<file path="src/rtl/fir_pkg.sv">
// Shared definitions for the time-multiplexed FIR filter: FSM encoding,
// accumulator sizing and saturation limits.
package fir_pkg;

    typedef enum logic [1:0] {
        ST_IDLE = 2'd0,
        ST_MAC  = 2'd1,
        ST_OUT  = 2'd2
    } fir_state_e;

    // Worst-case sum of N full-precision products never overflows this width
    function automatic int unsigned fir_acc_w(input int unsigned data_w,
                                              input int unsigned coef_w,
                                              input int unsigned n_taps);
        return data_w + coef_w + $clog2(n_taps);
    endfunction

    function automatic longint fir_sat_max(input int unsigned data_w);
        return (longint'(1) <<< (data_w - 1)) - longint'(1);
    endfunction

    function automatic longint fir_sat_min(input int unsigned data_w);
        return -(longint'(1) <<< (data_w - 1));
    endfunction

endpackage

</file>
<file path="src/rtl/fir_round_sat.sv">
// Combinational output scaling: round half up, arithmetic shift, then
// saturate the accumulator to the output sample range.
module fir_round_sat
    import fir_pkg::*;
#(
    parameter int unsigned ACC_W     = 19,
    parameter int unsigned DATA_W    = 8,
    parameter int unsigned OUT_SHIFT = 0
) (
    input  logic signed [ACC_W-1:0]  acc_i,
    output logic signed [DATA_W-1:0] data_c,
    output logic                     sat_c
);

    // One guard bit so adding the rounding constant cannot wrap
    localparam int unsigned EXT_W = ACC_W + 1;
    localparam logic signed [EXT_W-1:0] SAT_MAX = EXT_W'(fir_sat_max(DATA_W));
    localparam logic signed [EXT_W-1:0] SAT_MIN = EXT_W'(fir_sat_min(DATA_W));

    logic signed [EXT_W-1:0] ext_c;
    logic signed [EXT_W-1:0] scaled_c;

    assign ext_c = EXT_W'(acc_i);

    generate
        if (OUT_SHIFT > 0) begin : g_round
            localparam logic signed [EXT_W-1:0] HALF =
                EXT_W'(longint'(1) <<< (OUT_SHIFT - 1));
            logic signed [EXT_W-1:0] rounded_c;
            assign rounded_c = ext_c + HALF;
            assign scaled_c  = rounded_c >>> OUT_SHIFT;
        end else begin : g_pass
            assign scaled_c = ext_c;
        end
    endgenerate

    always_comb begin
        data_c = scaled_c[DATA_W-1:0];
        sat_c  = 1'b0;
        if (scaled_c > SAT_MAX) begin
            data_c = SAT_MAX[DATA_W-1:0];
            sat_c  = 1'b1;
        end else if (scaled_c < SAT_MIN) begin
            data_c = SAT_MIN[DATA_W-1:0];
            sat_c  = 1'b1;
        end
    end

endmodule

</file>
<file path="src/rtl/fir_mac_filter.sv">
// Time-multiplexed FIR filter with a single MAC, programmable coefficients
// and valid/ready handshakes on input and output.
module fir_mac_filter
    import fir_pkg::*;
#(
    parameter int unsigned N_TAPS    = 5,
    parameter int unsigned DATA_W    = 8,
    parameter int unsigned COEF_W    = 8,
    parameter int unsigned ACC_W     = fir_acc_w(DATA_W, COEF_W, N_TAPS),
    parameter int unsigned OUT_SHIFT = 0
) (
    input  logic                       clk,
    input  logic                       rst_n,
    input  logic                       in_valid,
    output logic                       in_ready,
    input  logic signed [DATA_W-1:0]   in_data,
    output logic                       out_valid,
    input  logic                       out_ready,
    output logic signed [DATA_W-1:0]   out_data,
    output logic                       out_sat,
    input  logic                       coef_we,
    input  logic [$clog2(N_TAPS)-1:0]  coef_addr,
    input  logic signed [COEF_W-1:0]   coef_wdata,
    output logic                       busy
);

    localparam int unsigned ADDR_W = $clog2(N_TAPS);
    localparam int unsigned PROD_W = DATA_W + COEF_W;
    localparam logic [ADDR_W-1:0] LAST_IDX = ADDR_W'(N_TAPS - 1);

    fir_state_e                state_q;
    logic signed [DATA_W-1:0]  hist_q [N_TAPS];
    logic signed [COEF_W-1:0]  coef_q [N_TAPS];
    logic signed [ACC_W-1:0]   acc_q;
    logic [ADDR_W-1:0]         idx_q;
    logic                      done_q;
    logic                      in_ready_q;
    logic                      busy_q;
    logic                      out_valid_q;
    logic signed [DATA_W-1:0]  out_data_q;
    logic                      out_sat_q;

    logic signed [PROD_W-1:0]  prod_c;
    logic signed [DATA_W-1:0]  rnd_data_c;
    logic                      rnd_sat_c;
    logic                      coef_addr_ok_c;

    assign prod_c         = PROD_W'(hist_q[idx_q]) * PROD_W'(coef_q[idx_q]);
    assign coef_addr_ok_c = (32'(coef_addr) < N_TAPS);

    fir_round_sat #(
        .ACC_W     (ACC_W),
        .DATA_W    (DATA_W),
        .OUT_SHIFT (OUT_SHIFT)
    ) u_round_sat (
        .acc_i  (acc_q),
        .data_c (rnd_data_c),
        .sat_c  (rnd_sat_c)
    );

    // FSM, history, coefficient file and MAC datapath; done_q marks the
    // extra cycle that loads the output register after the last tap
    always_ff @(posedge clk or negedge rst_n) begin
        if (!rst_n) begin
            state_q     <= ST_IDLE;
            acc_q       <= '0;
            idx_q       <= '0;
            done_q      <= 1'b0;
            in_ready_q  <= 1'b1;
            busy_q      <= 1'b0;
            out_valid_q <= 1'b0;
            out_data_q  <= '0;
            out_sat_q   <= 1'b0;
            for (int k = 0; k < int'(N_TAPS); k++) begin
                hist_q[k] <= '0;
                coef_q[k] <= '0;
            end
        end else begin
            case (state_q)
                ST_IDLE: begin
                    if (coef_we && coef_addr_ok_c) begin
                        coef_q[coef_addr] <= coef_wdata;
                    end
                    if (in_valid) begin
                        hist_q[0] <= in_data;
                        for (int k = 1; k < int'(N_TAPS); k++) begin
                            hist_q[k] <= hist_q[k-1];
                        end
                        acc_q      <= '0;
                        idx_q      <= '0;
                        done_q     <= 1'b0;
                        in_ready_q <= 1'b0;
                        busy_q     <= 1'b1;
                        state_q    <= ST_MAC;
                    end
                end
                ST_MAC: begin
                    if (done_q) begin
                        out_data_q  <= rnd_data_c;
                        out_sat_q   <= rnd_sat_c;
                        out_valid_q <= 1'b1;
                        state_q     <= ST_OUT;
                    end else begin
                        acc_q <= acc_q + ACC_W'(prod_c);
                        if (idx_q == LAST_IDX) begin
                            done_q <= 1'b1;
                        end else begin
                            idx_q <= idx_q + ADDR_W'(1);
                        end
                    end
                end
                ST_OUT: begin
                    if (out_ready) begin
                        out_valid_q <= 1'b0;
                        in_ready_q  <= 1'b1;
                        busy_q      <= 1'b0;
                        state_q     <= ST_IDLE;
                    end
                end
                default: begin
                    state_q     <= ST_IDLE;
                    out_valid_q <= 1'b0;
                    in_ready_q  <= 1'b1;
                    busy_q      <= 1'b0;
                end
            endcase
        end
    end

    assign in_ready  = in_ready_q;
    assign busy      = busy_q;
    assign out_valid = out_valid_q;
    assign out_data  = out_data_q;
    assign out_sat   = out_sat_q;

endmodule

</file>
<file path="config.mk">
export PLATFORM = sky130hd
export DESIGN_NAME = fir_mac_filter
export DESIGN_NICKNAME = d
export VERILOG_FILES = /design/src/rtl/fir_pkg.sv /design/src/rtl/fir_round_sat.sv /design/src/rtl/fir_mac_filter.sv
export SDC_FILE = /design/constraint.sdc
export NUM_CORES = 1
export LEC_CHECK = 0
export ABC_AREA = 1
export CORE_MARGIN = 2
export CORE_UTILIZATION = 62
export DETAILED_ROUTE_END_ITERATION = 8
export PLACE_DENSITY = 0.82
export SLEW_MARGIN = 20
export SYNTH_ARGS = -nofsm -noshare
export SYNTH_HDL_FRONTEND = slang
export SYNTH_SLANG_ARGS = --single-unit
</file>
<file path="constraint.sdc">
create_clock -name clk -period 6.2 [get_ports clk]
set_input_delay 1.24 -clock clk [delete_from_list [all_inputs] [get_ports clk]]
set_output_delay 1.24 -clock clk [all_outputs]
set_load 0.01 [all_outputs]
</file>
Word level (Yosys, flattened, before mapping)
Index checks and enable logic that the tools add are counted.
- flip-flop bits (word level): 117
- bits of input ports: 24
- output and inout port bits: 12
- word-level logic and storage cells: 88
- $add $sub $neg: 2
- $mul: 1
- magnitude comparators: 6
- equality and inequality tests: 8
- mux-type cells: 35
- bitwise gates (word level): 4
- reductions and logical operators: 13
- operator list (kind ; count):
    8-bit two-way mux ; 7
    8-bit binary-select mux with 3-bit select ; 2
    40-bit bitwise mux ; 1
    19-bit two-way mux ; 2
    19-bit case mux with 2 select lines ; 1
    8-bit demux with 3-bit select ; 1
    19-bit by 16-bit adder with 19-bit output ; 1
    19-bit by 8-bit > comparator with 1-bit output (second input constant) ; 1
    19-bit by 8-bit less-than comparator with 1-bit output (second input constant) ; 1
    8-bit by 8-bit multiplier with 16-bit output ; 1
    3-bit AND reduction ; 4
    2-bit != test (second input constant) ; 5
    1-bit two-way mux ; 9
    3-bit two-way mux ; 3
    1-bit case mux with 3 select lines ; 3
    4-bit >= comparator (second input constant) ; 2
    3-bit NOT with 4-bit output ; 2
    2-bit AND reduction ; 4
    2-bit two-way mux ; 3
    2-bit case mux with 3 select lines ; 1
    3-bit case mux with 2 select lines ; 1
    4-bit by 1-bit less-than comparator with 1-bit output (second input constant) ; 1
    4-bit AND reduction ; 1
    3-bit by 1-bit adder with 3-bit output (second input constant) ; 1
    other kinds (9) ; 11

Logic depth before layout (Yosys ltp)
Gate-level depths: netlist of the first run.
- depth after elaboration: 8
- gate-level depth with buffers: 29
- depth with buffers taken out: 27

Cells and area by module
Synthesis of the first run repeated with hierarchy kept, for this count alone.
- cell total of the unflattened synthesis: 1080
- area total of the unflattened synthesis: 8878.5 um2
- modules (own cells, without submodules) (module ; times used ; cells an instance ; area each (um2) ; sequential area each (um2)):
    fir_mac_filter ; 1 ; 1042 ; 8723.4 ; 2929.1
    fir_round_sat ; 1 ; 38 ; 155.1 ; 0.0

Worst setup path after synthesis of the first run
OpenSTA, ideal clock, no wires.
- path type: register -> register
- start point: reg idx_q[0]
- end point: reg acc_q[17]
- setup time: 0.117 ns
- arrival time: 4.916 ns
- data required time: 6.083 ns
- slack: 1.167 ns
- stages on the path, launching flop included: 21
- buffers on the path: 2
- period minus slack after synthesis: 5.033 ns
- path through: dfrtp_1 -> buf_4 -> nor3_4 -> buf_6 -> a32o_2 -> nand2_1 -> inv_1 -> fa_1 -> inv_1 -> fa_1 -> inv_1 -> fa_1 -> fa_1 -> ha_1 -> ha_1 -> a21oi_1 -> o21ai_0 -> a21oi_1 -> nand3b_1 -> nand3_1 -> nand2_1
- longest elaborated chain between the ends: 8
- elaborated cells between the ends (all ways): 11
- those cells by class: add/sub (1); mul (1); mux (8); bitwise (1)
- ends and longest elaborated chain (what ; RTL line ; text):
    from (decl) ; fir_mac_filter.sv:35 ; logic [ADDR_W-1:0] idx_q;
    from (signal assigned) ; fir_mac_filter.sv:108 ; idx_q <= idx_q + ADDR_W'(1);
    3-bit NOT with 4-bit output (implied by the code) (*) ; fir_mac_filter.sv:48 ; assign prod_c = PROD_W'(hist_q[idx_q]) * PROD_W'(coef_q[idx_q]);
    8-bit binary-select mux with 3-bit select ; fir_mac_filter.sv:48 ;
    8-bit two-way mux (implied by the code) (2 in series) ; fir_mac_filter.sv:48 ;
    8-bit by 8-bit multiplier with 16-bit output (*) ; fir_mac_filter.sv:48 ;
    19-bit by 16-bit adder with 19-bit output (*) ; fir_mac_filter.sv:104 ; acc_q <= acc_q + ACC_W'(prod_c);
    19-bit two-way mux (*) ; fir_mac_filter.sv:98 ; if (done_q) begin
    19-bit case mux with 2 select lines (*) ; fir_mac_filter.sv:79 ; case (state_q)
    to (signal assigned) ; fir_mac_filter.sv:104 ;
    to (decl) ; fir_mac_filter.sv:34 ; logic signed [ACC_W-1:0] acc_q;
Every way passes the cells marked *; elsewhere a longest branch is shown, timed or not. The select of a mux whose other input is x is not followed.
A chain may end at the register's enable or synchronous reset.

Worst setup path in the final report of the first run
- start point: reg idx_q[2]
- end point: reg acc_q[17]
The elaborated chain is that of the path after synthesis.

==> results of run 1 <==
tightest hold or removal path: stages (launching register included):
cell	delay, ns
sky130_fd_sc_hd__dfrtp_1	0.34
sky130_fd_sc_hd__nand2_1	0.05
sky130_fd_sc_hd__o21ai_0	0.06
flip-flops by register name, indices dropped and copies added (netlist names):
| name | count |
|---|---|
| out_data | 8 |
| in_ready | 1 |
| out_sat | 1 |
| state_q | 2 |
| out_valid | 1 |
| coef_q | 40 |
| acc_q | 19 |
| done_q | 1 |
| hist_q | 40 |
| busy | 1 |
| idx_q | 3 |
how the worst min path moves through the flow:
stage / start / endpoint / slack [ns] / depth (start not counted)
floorplan: hist_q[7]$_DFFE_PN0P_ / hist_q[7]$_DFFE_PN0P_ / 0.44 / 2
global placement: hist_q[5]$_DFFE_PN0P_ / hist_q[5]$_DFFE_PN0P_ / 0.46 / 2
detailed placement: hist_q[7]$_DFFE_PN0P_ / hist_q[7]$_DFFE_PN0P_ / 0.46 / 2
CTS: hist_q[31]$_DFFE_PN0P_ / hist_q[23]$_DFFE_PN0P_ / 0.48 / 2
global route: coef_q[25]$_DFFE_PN0P_ / coef_q[25]$_DFFE_PN0P_ / 0.50 / 2
finish: hist_q[31]$_DFFE_PN0P_ / hist_q[23]$_DFFE_PN0P_ / 0.48 / 2
layout by cell type, fill, tap and decap left out, drive strengths merged, types with 3 or more instances in the layout:
master / netlist / routed
a21oi: 23 / 23
a32o: 13 / 13
buf: 27 / 7
clkbuf: 4 / 19
clkdlybuf4s50: 0 / 34
clkinv: 0 / 3
clkinvlp: 0 / 3
dfrtp: 116 / 116
fa: 84 / 84
ha: 46 / 46
inv: 190 / 195
nand2: 351 / 351
nand3: 59 / 59
nand4: 7 / 7
nor2: 37 / 37
nor3: 4 / 4
o21ai: 98 / 98
stage by stage:
step,setup slack (ns),hold WS [ns],instances,cell area [sq um]
floorplan,1.167,0.4422,1072,8931
global placement,0.6050,0.4560,1262,9350
detailed placement,0.4360,0.4642,1262,9350
CTS,0.4318,0.4816,1294,9948
global route,0.1195,0.5020,1294,9951
finish,0.5029,0.4782,1294,9951
kinds of logic (layout without fill, tap and decap cells):
family	after synthesis	count (layout)	share of synthesized area [%]
simple gates	465	465	22.28
buf+inv	221	263	10.21
compound gates	138	138	9.344
fa+ha+maj	130	130	25.27
flops	117	117	32.80
xor+xnor	1	1	0.09808
Yosys cell counts (3+ instances only):
| cell type | number | share of area, % |
|---|---|---|
| sky130_fd_sc_hd__nand2_1 | 342 | 14 |
| sky130_fd_sc_hd__inv_1 | 184 | 7.7 |
| sky130_fd_sc_hd__dfrtp_1 | 116 | 33 |
| sky130_fd_sc_hd__fa_1 | 84 | 19 |
| sky130_fd_sc_hd__o21ai_0 | 61 | 3.4 |
| sky130_fd_sc_hd__nand3_1 | 59 | 3.3 |
| sky130_fd_sc_hd__ha_1 | 46 | 6.4 |
| sky130_fd_sc_hd__nor2_1 | 34 | 1.4 |
| sky130_fd_sc_hd__a21oi_1 | 23 | 1.3 |
| sky130_fd_sc_hd__o21ai_1 | 21 | 1.2 |
| sky130_fd_sc_hd__o21ai_2 | 16 | 1.6 |
| sky130_fd_sc_hd__buf_2 | 15 | 0.84 |
| sky130_fd_sc_hd__nand2_2 | 8 | 0.56 |
| sky130_fd_sc_hd__a32o_2 | 7 | 0.88 |
| sky130_fd_sc_hd__a32o_1 | 6 | 0.67 |
| sky130_fd_sc_hd__buf_6 | 6 | 0.76 |
| sky130_fd_sc_hd__inv_2 | 6 | 0.25 |
| sky130_fd_sc_hd__buf_4 | 5 | 0.42 |
| sky130_fd_sc_hd__clkbuf_1 | 4 | 0.17 |
| sky130_fd_sc_hd__nand4_4 | 4 | 0.95 |
| sky130_fd_sc_hd__nand4_1 | 3 | 0.21 |
| sky130_fd_sc_hd__nor3_1 | 3 | 0.17 |
area by class of cell:
class	count	area share (%)
clock buffer	19	4.552
timing repair buffer	41	3.948
tap	180	2.263
inverter	190	7.192
sequential	117	29.44
clock inverter	13	1.459
multi-input combinational	734	51.15
per-layer routing:
layer	global-route usage, %	wire (microns)	share of wire, %	up-vias
met5	0	0	0	-
met4	9.621	390	1.9	0
met3	5.174	1002	4.9	41
met2	49.97	10240	51	200
met1	38.76	8627	43	3424
li1	-	-	-	3382
==> out/results.md, run 1 <==
• worst-case register-to-register setup slack: 0.50 ns
• share of the core filled with cells: 71.14%
• HP Class: reg -> reg
• H-tree level count: 4
• Worst path top cell family by delay: adder cells
• vertical die dimension: 124.0 microns
• number of standard cells after synthesis: 1072
• pin count of the biggest net entering global routing: 62
• number of synthesis warnings: 0
• x dimension of the die: 124.0 microns
• Total GRT Usage: 29.50%
• setup repair after global routing missed its margin: false
• Final ANT Viol Nets: 0
• biggest cell delay along the critical path: 0.51 ns
• initial antenna violation count: 0
• sequential cell area fraction in the yosys report: 32.80%
• final count of pins violating max slew: 0
• global-route wire length before repair: 34.53 mm
• launch instance of the worst register-to-register path: idx_q[2]$_DFFE_PN0P_
• area of the multi-input gates: 5090 sq um
• fmax: 0.1755 GHz
• CTS Hold Buffers Added: 0
• combined area of all synthesized cells: 8931 sq um
• number of global-route vias before repair: 7092
• destination of the worst register-to-register timing path: acc_q[17]$_DFFE_PN0P_
• share of post-route cells with drive strength above 1: 7.899%
• sequential cell area: 2929 sq um
• post-cts resize count: 0
• #FFs+latches synth: 117
• clock input transition at the sequential cells of the worst setup and hold paths: 0.06 ns
• total core area: 13990 sq um
• I/O pin cnt: 36
• Setup crit start kind: flop
• drt first pass iters: 5
• Post-Synthesis Mean Instance Area: 8.331 sq um
• top flip-flop cell by instance count after synthesis: sky130_fd_sc_hd__dfrtp_1
• number of buffers added by the clock tree synthesis step: 17
• Die Area: 15380 sq um
• maximum capacitance violations: 0
• post-CTS setup repair buffer count: 0
• final setup violation count: 0
• clock latency reported for the late side of the worst-skew pair: 0.43 ns
• final hold violation count: 0
• first-iteration detailed-routing DRC count: 655
• final critical-path share of the clock period: 91.89%
• maximum clock path buffer count: 2
• end point of the critical path: acc_q[17]$_DFFE_PN0P_
• detailed placer's ending HPWL: 14.07 mm
• total number of cells along the worst setup path: 19
• initial standard-cell utilization of the core: 63.85%
• syn_nets: 1226
• critical path capture point type: flop
• relative slew slack: 28.29%
• CTS tree: yes
• total negative setup slack: 0 ns
• remaining global-route overflow: 0
• I/O Buffers: 35
• final RePlAce weighted congestion: 0.9250
• library cells used by synthesis: 37
• post-route minimum period: 5.697 ns
• length in cells of the worst reg-to-reg path: 19
• sequence of cells on the critical path: inv_2 > nor3_4 > a32o_1 > nand2_1 > inv_1 > fa_1 > inv_1 > fa_1 > inv_1 > fa_1 > fa_1 > ha_1 > ha_1 > a21oi_1 > o21ai_0 > a21oi_1 > nand3b_1 > nand3_1 > nand2_1
• DRC violations left: 0
• number of enable flip-flop cells after synthesis: 0
• status: finished clean
• fill cell count: 1118
• final wirelength: 20.26 mm
• routed via count: 7047
• async set or reset register ratio after synthesis: 100.0%
• via/cell ratio: 5.446
• WL/cell: 15.65 microns
• start point of the critical path: idx_q[2]$_DFFE_PN0P_
• library cell appearing most often on the critical path: sky130_fd_sc_hd__fa_1
• clock sinks: 117
• number of placement rows: 43
• cell with the biggest individual delay on the critical path: sky130_fd_sc_hd__fa_1
• clk root buf: sky130_fd_sc_hd__clkbuf_16
• antenna diode count: 0
• Post-layout nets: 1255
• startpoint-to-endpoint class of the critical path: reg -> reg
• layout-stage area growth over the synthesis result: 11.42%
• peak fanout along the critical path: 18
• Least-Margin Pin Slew: 1.074 ns
• Buf/Inv on CP: 4
• Req. time, crit path: 6.52 ns
• Worst Clk Skew: 0.004399 ns
• signal arrival time at the worst endpoint: 6.01 ns
Power of run 1 is left out: the tool's default activity adds up to more than one toggle a clock period on the data nets, which glitch-free logic cannot reach.
==> run 2, diff against run 1 <==
--- a/config.mk
+++ b/config.mk
@@ -10,6 +10,7 @@
 export CORE_UTILIZATION = 62
 export DETAILED_ROUTE_END_ITERATION = 8
 export PLACE_DENSITY = 0.82
+export SETUP_SLACK_MARGIN = 0.02
 export SLEW_MARGIN = 20
 export SYNTH_ARGS = -nofsm -noshare
 export SYNTH_HDL_FRONTEND = slang
==> results of run 2 <==
Final layout, timing and power as in run 1 (identical DEF).
Power of run 2 is left out for the same reason.
==> run 3, diff against run 2 <==
--- a/config.mk
+++ b/config.mk
@@ -7,11 +7,12 @@
 export LEC_CHECK = 0
 export ABC_AREA = 1
 export CORE_MARGIN = 2
-export CORE_UTILIZATION = 62
+export CORE_UTILIZATION = 56
 export DETAILED_ROUTE_END_ITERATION = 8
-export PLACE_DENSITY = 0.82
+export PLACE_DENSITY = 0.78
 export SETUP_SLACK_MARGIN = 0.02
 export SLEW_MARGIN = 20
 export SYNTH_ARGS = -nofsm -noshare
 export SYNTH_HDL_FRONTEND = slang
 export SYNTH_SLANG_ARGS = --single-unit
+export TNS_END_PERCENT = 50
==> constraint.sdc (replaced) <==
create_clock -name clk -period 4.73 [get_ports clk]
set_input_delay 0.946 -clock clk [delete_from_list [all_inputs] [get_ports clk]]
set_output_delay 0.946 -clock clk [all_outputs]
set_load 0.01 [all_outputs]
==> run 3 against run 2 <==
  * The flow now finishes with violations (setup timing)
  * Via count increased by 4.1%
  * Die area rose by 10%
  * Clock skew rose by 0.0062 ns
  * Non-clock buffer count grew 69
  * Clock-buffer cell count fell by 1
  * Cell area increased by 10%
  * Critical path type unchanged
  * Largest cell class unchanged
==> out/results.md, run 3 (synthesis results as in run 1) <==
• detailed placer's ending HPWL: 15.31 mm
• Worst Clk Skew: 0.01057 ns
• maximum clock path buffer count: 2
• fill cell count: 1162
• clock input transition at the sequential cells of the worst setup and hold paths: 0.06 ns
• final critical-path setup slack: -0.3132 ns
• Post-layout nets: 1324
• clock sinks: 117
• final wirelength: 20.84 mm
• Setup crit start kind: flop
• Total GRT Usage: 27.11%
• final count of pins violating max slew: 0
• number of placement rows: 46
• maximum capacitance violations: 0
• commonest non-fill, non-tap cell in the layout: sky130_fd_sc_hd__nand2_1
• vertical die dimension: 130.3 microns
• total core area: 15710 sq um
• antenna diode count: 0
• number of global-route vias before repair: 7414
• Post-Place Setup Slack: -0.3372 ns
• Die Area: 16970 sq um
• WL/cell: 14.90 microns
• worst-case register-to-register setup slack: -0.31 ns
• CTS tree: yes
• fmax: 0.1983 GHz
• status: finished, violations left
• number of buffers added by the clock tree synthesis step: 17
• layout-stage area growth over the synthesis result: 23.00%
• initial standard-cell utilization of the core: 56.84%
• pin count of the biggest net entering global routing: 44
• routed via count: 7339
• clk root buf: sky130_fd_sc_hd__clkbuf_16
• x dimension of the die: 130.3 microns
• DRC violations left: 0
• final RePlAce weighted congestion: 0.9142
• failing checks: setup timing
• relative slew slack: 29.08%
• signal arrival time at the worst endpoint: 5.35 ns
• clock latency reported for the late side of the worst-skew pair: 0.43 ns
• startpoint-to-endpoint class of the critical path: reg -> reg
• I/O pin cnt: 36
• initial antenna violation count: 0
• H-tree level count: 4
• post-route minimum period: 5.043 ns
• critical path capture point type: flop
• setup repair after global routing missed its margin: true
• drt first pass iters: 5
• final setup violation count: 11
• I/O Buffers: 35
• peak fanout along the critical path: 10
• Least-Margin Pin Slew: 1.063 ns
• HP Class: in -> async
• Req. time, crit path: 5.04 ns
• global-route wire length before repair: 35.74 mm
• biggest regs: coef_q: 40 flops, hist_q: 40 flops, acc_q: 19 flops
• final critical-path share of the clock period: 106.6%
• first-iteration detailed-routing DRC count: 723
• final hold violation count: 0
• via/cell ratio: 5.250
• share of post-route cells with drive strength above 1: 18.02%
• Final ANT Viol Nets: 0
• commonest cells after routing, fill and taps aside: 332 x sky130_fd_sc_hd__nand2_1, 179 x sky130_fd_sc_hd__inv_1, 115 x sky130_fd_sc_hd__dfrtp_1
• remaining global-route overflow: 0
## run 3: cell count changes in the layout (fill, tap and decap cells not counted), sizes merged
cell and delta:
clkinvlp +2, clkinv +1, buf +69, inv -3, clkbuf -1
## run 3: what timing repair did
| item | in CTS | in global routing |
|---|---|---|
| setup endpoints to repair | 13 | 14 |
| hold buffers | 0 | 0 |
| pin swaps | 1 | 4 |
| resized for setup | 13 | 10 |
| setup buffers | 2 | 2 |
## run 3: cell type report
cell class,count,area (sq um),share of cell area (%)
clock buffer,18,439.2,3.998
clock inverter,13,146.4,1.333
inverter,190,737.0,6.708
multi-input combinational,734,5473,49.82
sequential,117,2930,26.67
tap,216,270.3,2.460
timing repair buffer,110,989.7,9.009
## run 3: per-stage QoR
stage	hold WS, ns	cell area (sq um)	std cells	utilization (%)	setup TNS (ns)
2_1_floorplan	0.4422	9319	1072	-	-0.2995
3_3_place_gp	0.4628	10300	1363	65.54	-1.900
3_5_place_dp	0.4638	10300	1363	65.54	-2.704
4_1_cts	0.4786	10940	1396	69.63	-2.003
5_1_grt	0.4917	10990	1398	69.92	-5.873
6_report	0.4724	10990	1398	69.92	-2.305
## run 3: layer usage
layer,up-vias,GRT usage [%],routed length [microns]
met5,-,0,0
met1,3560,36.85,9188
li1,3519,-,-
met3,40,4.674,1089
met4,0,8.539,470
met2,220,44.72,10090
## run 3: path summary, 6_finish.rpt
kind	start	end	depth (start not counted)
hold / removal	rst_n	coef_q[26]$_DFFE_PN0P_	1
max in group asynchronous	rst_n	idx_q[0]$_DFFE_PN0P_	2
hold reg to reg	out_data[1]$_DFFE_PN0P_	out_data[1]$_DFFE_PN0P_	2
setup reg to reg	idx_q[0]$_DFFE_PN0P_	acc_q[17]$_DFFE_PN0P_	24
min in group clk	out_data[1]$_DFFE_PN0P_	out_data[1]$_DFFE_PN0P_	2
setup / recovery	idx_q[0]$_DFFE_PN0P_	acc_q[17]$_DFFE_PN0P_	24
## run 3: critical path, stage by stage (launching register included)
cell and delay, ns:
sky130_fd_sc_hd__dfrtp_2 0.45, sky130_fd_sc_hd__buf_4 0.16, sky130_fd_sc_hd__nor3_4 0.20, sky130_fd_sc_hd__buf_12 0.16, sky130_fd_sc_hd__buf_4 0.12, sky130_fd_sc_hd__a32o_2 0.18
sky130_fd_sc_hd__nand2_1 0.09, sky130_fd_sc_hd__fa_1 0.50, sky130_fd_sc_hd__inv_1 0.05, sky130_fd_sc_hd__fa_1 0.50, sky130_fd_sc_hd__inv_1 0.05, sky130_fd_sc_hd__fa_1 0.48
sky130_fd_sc_hd__inv_1 0.06, sky130_fd_sc_hd__fa_2 0.57, sky130_fd_sc_hd__ha_1 0.26, sky130_fd_sc_hd__ha_4 0.31, sky130_fd_sc_hd__nand3_1 0.08, sky130_fd_sc_hd__nand2_2 0.12
sky130_fd_sc_hd__nand2_1 0.06, sky130_fd_sc_hd__nand2_1 0.11, sky130_fd_sc_hd__nand3_1 0.12, sky130_fd_sc_hd__nand2_1 0.08, sky130_fd_sc_hd__nand2_1 0.05, sky130_fd_sc_hd__nand3_1 0.07
sky130_fd_sc_hd__nand2_1 0.07
Power of run 3 is left out for the same reason.
